[src/rtl/vga_sync_gen.sv]
// VGA raster timing generator: divides clk down to the pixel rate, scans an
// H_TOTAL x V_TOTAL raster and emits registered sync, blanking, coordinates and
// a per-frame start strobe. Every output comes straight from a flop.
module vga_sync_gen #(
  parameter int unsigned clk_mhz       = 50,
  parameter int unsigned pixel_mhz     = 25,
  parameter int unsigned screen_width  = 640,
  parameter int unsigned screen_height = 480,
  parameter int unsigned h_front       = 16,
  parameter int unsigned h_sync        = 96,
  parameter int unsigned h_back        = 48,
  parameter int unsigned v_front       = 10,
  parameter int unsigned v_sync        = 2,
  parameter int unsigned v_back        = 33,
  parameter int unsigned w_x           = $clog2(screen_width),
  parameter int unsigned w_y           = $clog2(screen_height)
) (
  input  logic           clk,
  input  logic           rst,
  output logic           hsync,
  output logic           vsync,
  output logic           display_on,
  output logic [w_x-1:0] x,
  output logic [w_y-1:0] y,
  output logic           frame_start
);

  localparam int unsigned HTotal = screen_width + h_front + h_sync + h_back;
  localparam int unsigned VTotal = screen_height + v_front + v_sync + v_back;
  localparam int unsigned Ratio  = clk_mhz / pixel_mhz;
  localparam int unsigned HW     = $clog2(HTotal);
  localparam int unsigned VW     = $clog2(VTotal);

  localparam logic [HW-1:0] HLast    = HW'(HTotal - 1);
  localparam logic [HW-1:0] HVisEnd  = HW'(screen_width);
  localparam logic [HW-1:0] HSyncBeg = HW'(screen_width + h_front);
  localparam logic [HW-1:0] HSyncEnd = HW'(screen_width + h_front + h_sync);
  localparam logic [VW-1:0] VLast    = VW'(VTotal - 1);
  localparam logic [VW-1:0] VVisEnd  = VW'(screen_height);
  localparam logic [VW-1:0] VSyncBeg = VW'(screen_height + v_front);
  localparam logic [VW-1:0] VSyncEnd = VW'(screen_height + v_front + v_sync);

  // The divider only works for an exact integer clock-to-pixel ratio.
  if ((pixel_mhz == 0) || (clk_mhz < pixel_mhz) || ((clk_mhz % pixel_mhz) != 0)) begin : g_bad_ratio
    $error("vga_sync_gen: clk_mhz / pixel_mhz must be an integer >= 1");
  end

  logic pix_en;

  if (Ratio == 1) begin : g_no_div
    assign pix_en = 1'b1;
  end else begin : g_div
    localparam int unsigned DW = $clog2(Ratio);
    localparam logic [DW-1:0] DLast = DW'(Ratio - 1);

    logic [DW-1:0] div_q, div_d;

    // Free-running divider; wraps at Ratio-1.
    always_comb begin
      div_d = (div_q == DLast) ? '0 : div_q + DW'(1);
    end

    // Divider state.
    always_ff @(posedge clk or posedge rst) begin
      if (rst) div_q <= '0;
      else     div_q <= div_d;
    end

    assign pix_en = (div_q == DLast);
  end

  logic [HW-1:0] h_q, h_d;
  logic [VW-1:0] v_q, v_d;

  // Raster position advance: h wraps into a v increment, v wraps at frame end.
  always_comb begin
    h_d = h_q;
    v_d = v_q;
    if (pix_en) begin
      if (h_q == HLast) begin
        h_d = '0;
        v_d = (v_q == VLast) ? '0 : v_q + VW'(1);
      end else begin
        h_d = h_q + HW'(1);
      end
    end
  end

  // Raster counters.
  always_ff @(posedge clk or posedge rst) begin
    if (rst) begin
      h_q <= '0;
      v_q <= '0;
    end else begin
      h_q <= h_d;
      v_q <= v_d;
    end
  end

  logic visible, hs_act, vs_act, origin;

  // Decode of the current raster position; loaded into the output flops below.
  always_comb begin
    visible = (h_q < HVisEnd) && (v_q < VVisEnd);
    hs_act  = (h_q >= HSyncBeg) && (h_q < HSyncEnd);
    vs_act  = (v_q >= VSyncBeg) && (v_q < VSyncEnd);
    origin  = (h_q == '0) && (v_q == '0);
  end

  logic           hsync_q, vsync_q, display_on_q, frame_start_q;
  logic [w_x-1:0] x_q;
  logic [w_y-1:0] y_q;

  // Output registers load once per pixel slot; frame_start drops on the next clk.
  always_ff @(posedge clk or posedge rst) begin
    if (rst) begin
      hsync_q       <= 1'b1;
      vsync_q       <= 1'b1;
      display_on_q  <= 1'b0;
      x_q           <= '0;
      y_q           <= '0;
      frame_start_q <= 1'b0;
    end else if (pix_en) begin
      hsync_q       <= ~hs_act;
      vsync_q       <= ~vs_act;
      display_on_q  <= visible;
      x_q           <= visible ? h_q[w_x-1:0] : '0;
      y_q           <= visible ? v_q[w_y-1:0] : '0;
      frame_start_q <= origin;
    end else begin
      frame_start_q <= 1'b0;
    end
  end

  assign hsync       = hsync_q;
  assign vsync       = vsync_q;
  assign display_on  = display_on_q;
  assign x           = x_q;
  assign y           = y_q;
  assign frame_start = frame_start_q;

endmodule

[config.mk]
export PLATFORM = sky130hd
export DESIGN_NAME = vga_sync_gen
export DESIGN_NICKNAME = d
export VERILOG_FILES = /design/src/rtl/vga_sync_gen.sv
export SDC_FILE = /design/constraint.sdc
export NUM_CORES = 1
export LEC_CHECK = 0
export BUFFER_PORTS_ARGS = -buffer_cell sky130_fd_sc_hd__buf_2
export CAP_MARGIN = 10
export CORE_MARGIN = 3
export CORE_UTILIZATION = 45
export CTS_CLUSTER_DIAMETER = 200
export DETAILED_ROUTE_END_ITERATION = 10
export PLACE_DENSITY = 0.63
export SETUP_SLACK_MARGIN = 0.1
export SLEW_MARGIN = 20
export SYNTH_ARGS = -nofsm -noshare
export SYNTH_HDL_FRONTEND = slang
export SYNTH_SLANG_ARGS = --single-unit
[constraint.sdc]
create_clock -name clk -period 4.6 [get_ports clk]
set_input_delay 1.38 -clock clk [delete_from_list [all_inputs] [get_ports clk]]
set_output_delay 1.38 -clock clk [all_outputs]
set_load 0.01 [all_outputs]
==> out/metrics.cfg <==
[clock_tree]
clock_tree.root_cell = clkbuf_8
cts_resized = 0
insertion_delay_ns = 0.30
cts_tree = built
clkTransAtPathRegs_ns = 0.08
htreeDepth = 2
cts.path.max_buffers = 2
hold_buffers = 0
cts.sinks = 44
numCtsBuffers = 5
postCtsSetupRepairBufs = 0

[cells_and_area]
syn_to_final_growth_pct = 12.7
nNetsFinal = 193
diodes = 0
drive_gt1_share_pct = 25.0
fillCellCount = 355

[routing]
drtIter0Drc = 64
post_drt_wl_per_cell_um = 16.1
routed_wl_um = 3830
ant_nets = 0
drc = 0
firstDrtPassIters = 4
dr_total_vias = 1379
viasPerCell = 5.79

[floorplan]
coreArea_um2 = 4090
die_w_um = 71.9
fp.dieArea_um2 = 5180
ios = 25
start_util_pct = 47.9
core.rowCount = 23
die_height_um = 71.9

[global_route]
grt_max_degree = 31
antenna_found_initial = 0
grt_pass1_wl_um = 6580
track_usage_pct = 16.5
grt.overflow.total = 0
grt_pass1_vias = 1303

[worst_setup_path]
crit_family = simple AND/OR/NAND/NOR gates
endpoint_kind = register
worstSetupPathType = register to register
path_cells = ha_1 -> nand4_4 -> nor4_1 -> buf_4 -> nand4_1 -> mux2_2
cpPeakStageDelay_ns = 0.76
critPathSlowestCell = nor4_1
start_kind = register
cp.arrival_ns = 2.55
cp_num_buf_inv = 1
crit_fanout = 7
cp.required_ns = 4.79

[synthesis]
yosysWarnings = 0
syn-instance-count = 166
synth-edff-count = 0
yosys_register_bits = 44
synth_flop_cell = dfrtp_1
synth_area_um2 = 1960
avgSynthCellArea_um2 = 11.8
synth_nets = 172
ys_async_sr_fraction_pct = 100
yosysUniqueCellTypes = 44
synth_top_area_share_pct = 53.7
ys_seq_area_share_pct = 56.4
synth_area_leaders = dfrtp_1 54%, a22o_1 8.5%, xnor2_1 3.1%, dfstp_2 2.7%, ha_1 2.6%
synth_top_cell_by_area = dfrtp_1

[power_and_ir_drop]
vdd_drop_max_mv = 0.173
power.total_uw = 683
p_leak_nw = 1.07
powerDensity_nw_per_um2 = 310

[sta]
maxSlewViolCount = 0
finalSetupViolCount = 0
hold_viol = 0
fin_crit_ns = 2.36
clock_skew_ns = 0.00798
hold_ws_ns = 0.495
setup_tns_ns = 0
rsz0062_at_grt = no
max_clock_freq_mhz = 424
period_share_pct = 51.3
maxSlewHeadroom_pct = 41.6
worst_slew_pin_slew_ns = 0.868

[min_path]
hp-class = register to register

[place]
gp_congestion = 0.797
port_buffers = 24
dp_hpwl_um = 2730

[flow_run]
cap_violations = 0

[run_status]
status = finished clean

## kinds of logic after synthesis
kind of cell / Yosys count / share of synthesized area (%)
AO/OA/AOI/OAI: 34 / 13.9
multiplexers: 3 / 1.66
AND/OR/NAND/NOR: 51 / 16.3
adder cells (fa/ha/maj): 4 / 2.56
buffers and inverters: 19 / 4.28
XOR/XNOR: 11 / 4.92
flip-flops: 44 / 56.4
## final timing paths
kind / start / end / slack, ns / cells after the start
min: vsync / vsync / 0.49 / 2
max in group asynchronous: rst / hsync / 2.73 / 3
min in group asynchronous: rst / y[3] / 1.15 / 2
max: h_q[0] / v_q[4] / 2.24 / 6
min reg2reg: vsync / vsync / 0.49 / 2
max reg2reg: h_q[0] / v_q[4] / 2.24 / 6
## layer usage
| layer | routed length (um) | vias up | GRT usage, % |
|---|---|---|---|
| met4 | 29 | 0 | 6.05 |
| met5 | 0 | - | 0 |
| met3 | 221 | 4 | 5.26 |
| met2 | 1760 | 33 | 24.5 |
| met1 | 1820 | 694 | 22.9 |
| li1 | - | 648 | - |
## where the power goes
group | total, mW | switching [mW] | internal [mW]
Sequential | 0.387 | 0 | 0.387
Clock | 0.288 | 0.127 | 0.161
Combinational | 0.00832 | 0.00738 | 0.000938
## Yosys cell counts, types with 3 or more instances
master / instances
a21oi_1: 3
a22o_1: 19
buf_2: 3
clkbuf_1: 6
dfrtp_1: 42
ha_1: 4
inv_1: 7
nand2_1: 6
nand3_1: 6
nand4_1: 5
nor2_1: 11
nor4_1: 5
o21ai_0: 3
xnor2_1: 7
xor2_1: 4
## sequential cells by signal, indices dropped and copies added, names as in the netlist
register	flops
display_on	1
frame_start	1
g_div.div_q	1
h_q	10
hsync	1
v_q	10
vsync	1
x	10
y	9
## worst register-to-register path: cells and delay by family (launching register included)
family,cells,cell delay (ns)
adders and majority gates,1,0.24
buffers and inverters,1,0.28
muxes,1,0.29
DFF,1,0.43
and+or+nand+nor,3,1.02
## area by class of cell
type / count / area [um^2] / share of cell area, %
clock buffer: 6 / 72.6 / 3.29
sequential: 44 / 1100 / 50.1
clock inverter: 2 / 35.0 / 1.59
tap: 50 / 62.6 / 2.84
multi-input combinational: 103 / 769 / 34.9
inverter: 7 / 26.3 / 1.19
timing repair buffer: 26 / 135 / 6.13
## per-stage QoR
stage	setup slack (ns)	cell area, um^2	std cells	util [%]
global placement	2.03	2100	230	51.3
global route	2.11	2200	238	53.9
CTS	2.26	2200	238	53.9
detailed placement	1.95	2100	230	51.3
floorplan	2.19	1960	166	-
finish	2.24	2200	238	53.9
## cell usage in the layout (no fill, tap or decap), drive strengths merged, types with 2 or more instances in the layout
master and count:
dfrtp 42, buf 26, a22o 20, nor2 11, xnor2 7, inv 7
nand3 6, nand2 6, nand4 6, clkbuf 6, nor4 5, xor2 4
ha 4, o21ai 3, a21oi 3, nor3 3, and3 3, nand4b 2
mux2 2, a21o 2, dfstp 2, or4 2
Power figures use the tool's default switching activity.
